### src/rtl/game_step_sequencer.sv
// -----------------------------------------------------------------------------
// game_step_sequencer
//
// Game-flow controller for the 16x16 falling-block playfield. It owns the
// gravity timebase, a single-entry key command register, the score and the
// game-over flag. Each move goes through the external collision checker.
// After a failed down move the piece is locked, the full rows are scanned and
// shifted out, and then a new piece is spawned.
//
// Ports
//   clk, resetn          system clock, asynchronous active-low reset
//   key_valid, key_code  one-cycle PS/2 make code (75 rot, 6B left, 74 right,
//                        72 soft drop)
//   chk_req, chk_op      collision-check request and op (00 down, 01 left,
//                        10 right, 11 rotate)
//   chk_ack, chk_ok      one-cycle check completion and verdict
//   commit               one-cycle pulse: apply the checked move
//   lock                 one-cycle pulse: write the active piece into the board
//   row_sel, row_full    row under scan and its combinational "all ones" flag
//   shift_req, shift_row request to delete shift_row; shift_done completes it
//   spawn, top_occupied  new-piece pulse and spawn-area occupancy
//   score, game_over     rows cleared (saturating at 99), sticky end flag
//   state_dbg            current FSM state, for debug
//
// Handshakes: chk_req rises on the first CHECK cycle and stays high, with
// chk_op stable, until the cycle in which chk_ack is sampled high. shift_req
// likewise stays high, with shift_row stable, until shift_done is sampled.
// Both requests are registers, so an asynchronous reset drops them at once.
// -----------------------------------------------------------------------------
module game_step_sequencer #(
    parameter int TICK_SLOW     = 12000000,
    parameter int TICK_FAST     = 7000000,
    parameter int SPEEDUP_SCORE = 3,
    parameter int ROWS          = 16
) (
    input  logic       clk,
    input  logic       resetn,
    input  logic       key_valid,
    input  logic [7:0] key_code,
    output logic       chk_req,
    output logic [1:0] chk_op,
    input  logic       chk_ack,
    input  logic       chk_ok,
    output logic       commit,
    output logic       lock,
    output logic [3:0] row_sel,
    input  logic       row_full,
    output logic       shift_req,
    output logic [3:0] shift_row,
    input  logic       shift_done,
    output logic       spawn,
    input  logic       top_occupied,
    output logic [7:0] score,
    output logic       game_over,
    output logic [2:0] state_dbg
);

    localparam int TICK_MAX = (TICK_SLOW > TICK_FAST) ? TICK_SLOW : TICK_FAST;
    localparam int TW = $clog2(TICK_MAX + 1);
    localparam logic [TW-1:0] LAST_SLOW = TW'(TICK_SLOW - 1);
    localparam logic [TW-1:0] LAST_FAST = TW'(TICK_FAST - 1);
    localparam logic [3:0]    LAST_ROW  = 4'(ROWS - 1);

    typedef enum logic [2:0] {
        S_SPAWN = 3'd0,
        S_WAIT  = 3'd1,
        S_CHECK = 3'd2,
        S_LOCK  = 3'd3,
        S_SCAN  = 3'd4,
        S_SHIFT = 3'd5,
        S_OVER  = 3'd6
    } state_t;

    state_t        state;
    logic [TW-1:0] tick;
    logic          grav_pend;
    logic          key_pend;
    logic [1:0]    key_op;

    logic          key_known;
    logic [1:0]    key_dec;
    logic [TW-1:0] tick_last;
    logic          tick_wrap;
    logic          do_spawn;

    assign state_dbg = state;

    always_comb begin
        key_known = 1'b0;
        key_dec   = 2'b00;
        case (key_code)
            8'h75: begin key_known = 1'b1; key_dec = 2'b11; end
            8'h6B: begin key_known = 1'b1; key_dec = 2'b01; end
            8'h74: begin key_known = 1'b1; key_dec = 2'b10; end
            8'h72: begin key_known = 1'b1; key_dec = 2'b00; end
            default: ;
        endcase
    end

    // ">=" rather than "==" so a period drop while the count is already past
    // the new last value still wraps on the next cycle.
    assign tick_last = (score >= 8'(SPEEDUP_SCORE)) ? LAST_FAST : LAST_SLOW;
    assign tick_wrap = (tick >= tick_last);
    assign do_spawn  = (state == S_SPAWN) && !top_occupied;

    always_ff @(posedge clk or negedge resetn) begin
        if (!resetn) begin
            state     <= S_SPAWN;
            tick      <= '0;
            grav_pend <= 1'b0;
            key_pend  <= 1'b0;
            key_op    <= 2'b00;
            chk_req   <= 1'b0;
            chk_op    <= 2'b00;
            commit    <= 1'b0;
            lock      <= 1'b0;
            row_sel   <= LAST_ROW;
            shift_req <= 1'b0;
            shift_row <= 4'd0;
            spawn     <= 1'b0;
            score     <= 8'd0;
            game_over <= 1'b0;
        end else begin
            commit <= 1'b0;
            lock   <= 1'b0;
            spawn  <= 1'b0;

            case (state)
                S_SPAWN: begin
                    if (top_occupied) begin
                        game_over <= 1'b1;
                        state     <= S_OVER;
                    end else begin
                        spawn <= 1'b1;
                        state <= S_WAIT;
                    end
                end
                S_WAIT: begin
                    // Gravity wins a tie; the key stays pending for later.
                    if (grav_pend) begin
                        grav_pend <= 1'b0;
                        chk_op    <= 2'b00;
                        chk_req   <= 1'b1;
                        state     <= S_CHECK;
                    end else if (key_pend) begin
                        key_pend <= 1'b0;
                        chk_op   <= key_op;
                        chk_req  <= 1'b1;
                        state    <= S_CHECK;
                    end
                end
                S_CHECK: begin
                    if (chk_ack) begin
                        chk_req <= 1'b0;
                        if (chk_ok) begin
                            commit <= 1'b1;
                            state  <= S_WAIT;
                        end else if (chk_op == 2'b00) begin
                            lock  <= 1'b1;
                            state <= S_LOCK;
                        end else begin
                            state <= S_WAIT;
                        end
                    end
                end
                S_LOCK: begin
                    row_sel <= LAST_ROW;
                    state   <= S_SCAN;
                end
                S_SCAN: begin
                    // Row 0 is never scanned: the spawn area cannot be full.
                    if (row_full) begin
                        shift_req <= 1'b1;
                        shift_row <= row_sel;
                        state     <= S_SHIFT;
                    end else if (row_sel > 4'd1) begin
                        row_sel <= row_sel - 4'd1;
                    end else begin
                        state <= S_SPAWN;
                    end
                end
                S_SHIFT: begin
                    // Rescan the same row: the rows above have moved into it.
                    if (shift_done) begin
                        shift_req <= 1'b0;
                        if (score < 8'd99) score <= score + 8'd1;
                        state <= S_SCAN;
                    end
                end
                S_OVER: state <= S_OVER;
                default: state <= S_SPAWN;
            endcase

            // A wrap on the same cycle that WAIT consumes grav_pend is a new
            // tick, so this update comes after the case statement.
            if (do_spawn) begin
                tick <= '0;
            end else if (state != S_OVER) begin
                if (tick_wrap) begin
                    tick      <= '0;
                    grav_pend <= 1'b1;
                end else begin
                    tick <= tick + TW'(1);
                end
            end

            // A newly arriving key overrides both an older pending key and
            // the consumption of that key in WAIT.
            if (key_valid && key_known && (state != S_OVER)) begin
                key_pend <= 1'b1;
                key_op   <= key_dec;
            end
        end
    end

endmodule

### config.mk
export PLATFORM = sky130hd
export DESIGN_NAME = game_step_sequencer
export DESIGN_NICKNAME = d
export VERILOG_FILES = /design/src/rtl/game_step_sequencer.sv
export SDC_FILE = /design/constraint.sdc
export NUM_CORES = 1
export LEC_CHECK = 0
export CORE_AREA = 4 4 88 90
export DETAILED_ROUTE_END_ITERATION = 16
export DIE_AREA = 0 0 92 94
export DONT_BUFFER_PORTS = 1
export PLACE_DENSITY_LB_ADDON = 0.3
export SLEW_MARGIN = 25
export SYNTH_ARGS = -nofsm -noshare
export SYNTH_HDL_FRONTEND = slang
export SYNTH_SLANG_ARGS = --single-unit
### constraint.sdc
create_clock -name clk -period 4.9 [get_ports clk]
set_clock_uncertainty 0.05 [all_clocks]
set_input_delay 0.735 -clock clk [delete_from_list [all_inputs] [get_ports clk]]
set_output_delay 0.735 -clock clk [all_outputs]
set_load 0.03 [all_outputs]
==> flow_metrics.env <==
export IMPL_finalNonFillerCells=436
export IMPL_fmax_mhz=244.0
export IMPL_via_count=2484
export IMPL_drive_gt1_share_pct=7.715
export IMPL_synth_nets=373
export IMPL_drc=0
export IMPL_worstReg2RegStart="score[0]$_DFFE_PN0P_"
export IMPL_grt_max_degree=56
export IMPL_r2r_cells=11
export IMPL_cts_root_buf="clkbuf_8"
export IMPL_wl_met1_um=3006
export IMPL_core_area_sq_mm=0.007059
export IMPL_wl_um=6379
export IMPL_first_pass_iters=4
export IMPL_h_tree_depth=2
export IMPL_final_core_util_pct=46.76
export IMPL_p_total_mw=1.889
export IMPL_yosysSeqAreaShare_pct=44.61
export IMPL_syn_cell_area_sq_mm=0.003097
export IMPL_final_cell_mix="51 x dfrtp_1, 47 x nand2_1, 34 x nand3_1, 19 x nor2_1, 17 x a21oi_1"
export IMPL_ys_warn_count=0
export IMPL_ant_nets=0
export IMPL_dp_cells=428
export IMPL_place_hpwl_um=4466
export IMPL_p_leak_nw=1.399
export IMPL_critPathLaunchType="flip-flop"
export IMPL_r2r_setup_slack_ns=0.80
export IMPL_antenna_found_initial=0
export IMPL_nFillCells=689
export IMPL_hold_viol_final=0
export IMPL_status="complete, no violations"
export IMPL_hold_class="input pin to async pin"
export IMPL_p_per_area_mw_per_mm2=572.2
export IMPL_dieArea_sq_mm=0.008648
export IMPL_portBuffers=0
export IMPL_rsz0062_at_grt="no"
export IMPL_clk_pin_slew_ns=0.10
export IMPL_rr_endpoint="tick[8]$_DFFE_PN0P_"
export IMPL_wire_per_inst_um=14.63
export IMPL_multiInputGateArea_sq_mm=0.001618
export IMPL_clockBufferDepth=2
export IMPL_slew_viol_final=0
export IMPL_tightest_slew_ns=0.9954
export IMPL_postCtsSetupRepairBufs=0
export IMPL_crit_start="score[0]$_DFFE_PN0P_"
export IMPL_syn_area_per_cell_sq_um=9.081
export IMPL_cts_buffers=5
export IMPL_grt_use_total_pct=15.34
export IMPL_place_gp_congestion=0.7535
export IMPL_post_dp_cell_area_sq_mm=0.003182
export IMPL_arrival_ns=4.30
export IMPL_period_share_pct=83.62
export IMPL_numClockSinks=55
export IMPL_synth_edf_count=0
export IMPL_top_layer="met4"
export IMPL_slew_headroom_pct=33.03
export IMPL_drt_iter0_markers=129
export IMPL_placementRows=31
export IMPL_seq_area_sq_mm=0.001381
export IMPL_layout_setup_ws_ns=0.8024
export IMPL_setup_tns_ns=0
export IMPL_num_antenna_cells=0
export IMPL_dieHeight_um=94
export IMPL_layout_commonest_cell="dfrtp_1"
export IMPL_die_w_um=92
export IMPL_finalInstanceArea_sq_mm=0.003301
export IMPL_dr_wl_met2_um=3042
export IMPL_yosys_register_bits=55
export IMPL_finalSetupViolCount=0
export IMPL_synth_cell_type_count=49
export IMPL_clkLatencyLatePin_ns=0.31
export IMPL_initial_utilization_pct=43.87
export IMPL_area_growth_syn_to_layout_pct=6.586
export IMPL_cp_end_kind="flip-flop"
export IMPL_first_global_vias=2397
export IMPL_maxCapViolations=0
export IMPL_grt_pass1_wl_um=10930
export IMPL_period_minus_slack_ns=4.098
export IMPL_pin_count=43
export IMPL_vias_per_cell=5.697
export IMPL_grt_overflow_total=0
export IMPL_async_flop_share_pct=100.0
export IMPL_peakVddDrop_mv=0.1985
export IMPL_tritoncts="yes"
export IMPL_netlist_instances=341
export IMPL_hold_buffers=0
export IMPL_crit_fanout=22
export IMPL_hold_slack_ns=0.06216
export IMPL_path_class="flip-flop to flip-flop"
export IMPL_wl_met3_um=277
export IMPL_synth_ff_type="dfrtp_1"
export IMPL_nets=368
export IMPL_cts_resized=0
export IMPL_crit_required_ns=5.10
export IMPL_dp_slack_ns=0.8182
## how the worst max path moves through the flow
stage / depth (start not counted) / slack [ns] / endpoint
after global routing: 11 / 0.56 / tick[22]$_DFFE_PN0P_
after detailed placement: 11 / 0.82 / tick[12]$_DFFE_PN0P_
after CTS: 11 / 0.79 / tick[15]$_DFFE_PN0P_
final: 11 / 0.80 / tick[8]$_DFFE_PN0P_
after global placement: 11 / 0.89 / tick[15]$_DFFE_PN0P_
after floorplan: 12 / 1.09 / tick[8]$_DFFE_PN0P_
## critical path: stages, from the launching register on
cell     delay [ns]
dfrtp_1        0.52
ha_1           0.31
or4_1          0.42
or4_1          0.58
inv_1          0.25
ha_1           0.29
a31o_1         0.22
a21oi_1        0.13
o21ai_1        0.12
or4_4          0.68
or3_1          0.39
nand3_1        0.09
## cells by family (layout without fill, tap and decap cells)
kind of cell | count (synthesis) | count (layout) | synth area share, %
AOI/OAI and AO/OA | 66 | 66 | 14.22
DFF | 55 | 55 | 44.61
muxes | 5 | 5 | 1.818
adders and majority gates | 16 | 16 | 6.465
buffers and inverters | 27 | 23 | 3.394
and+or+nand+nor | 164 | 164 | 27.23
xor gates and xnor gates | 8 | 8 | 2.263
## registers in the layout, summed over array words and instances, names as in the netlist
name and flops:
commit 1, chk_req 1, lock 1, state_dbg 3, key_op 2, grav_pend 1, spawn 1, shift_row 4
row_sel 4, chk_op 2, tick 24, shift_req 1, game_over 1, score 8, key_pend 1
## routing by layer
metal  track usage, %  vias up
met1            19.33     1196
met3            3.285        4
li1                 -     1238
met5                0        -
met2            26.89       46
met4            3.713        0
## cell usage after synthesis (5+ instances only)
cell	number	area, sq um
nand2_1	47	176.4
nand4_1	9	56.30
xnor2_1	5	43.79
o21ai_0	8	40.04
mux2_2	5	56.30
o21ai_1	6	30.03
inv_1	13	48.80
nor2_1	19	71.32
ha_1	16	200.2
nor3_1	8	40.04
dfrtp_1	51	1276
a21oi_1	17	85.08
and3_1	8	50.05
o311ai_1	10	87.58
nand3_1	34	170.2
clkbuf_1	10	37.54
or3_1	10	62.56
## report_power, final
part,switching [mW],internal [mW],total (mW)
sequential,0.342,0.596,0.938
combinational,0.375,0.268,0.644
clock,0.141,0.165,0.306
total,0.859,1.03,1.89
## final cells by class
cell class,instances,area share (%)
Multi-Input combinational cell,259,49.01
Sequential cell,55,41.85
Inverter,14,1.592
Clock buffer,6,2.502
Clock inverter,2,1.061
Timing Repair Buffer,1,0.2274
Tap cell,99,3.753
No activity file was read; power rests on OpenSTA's default activity.
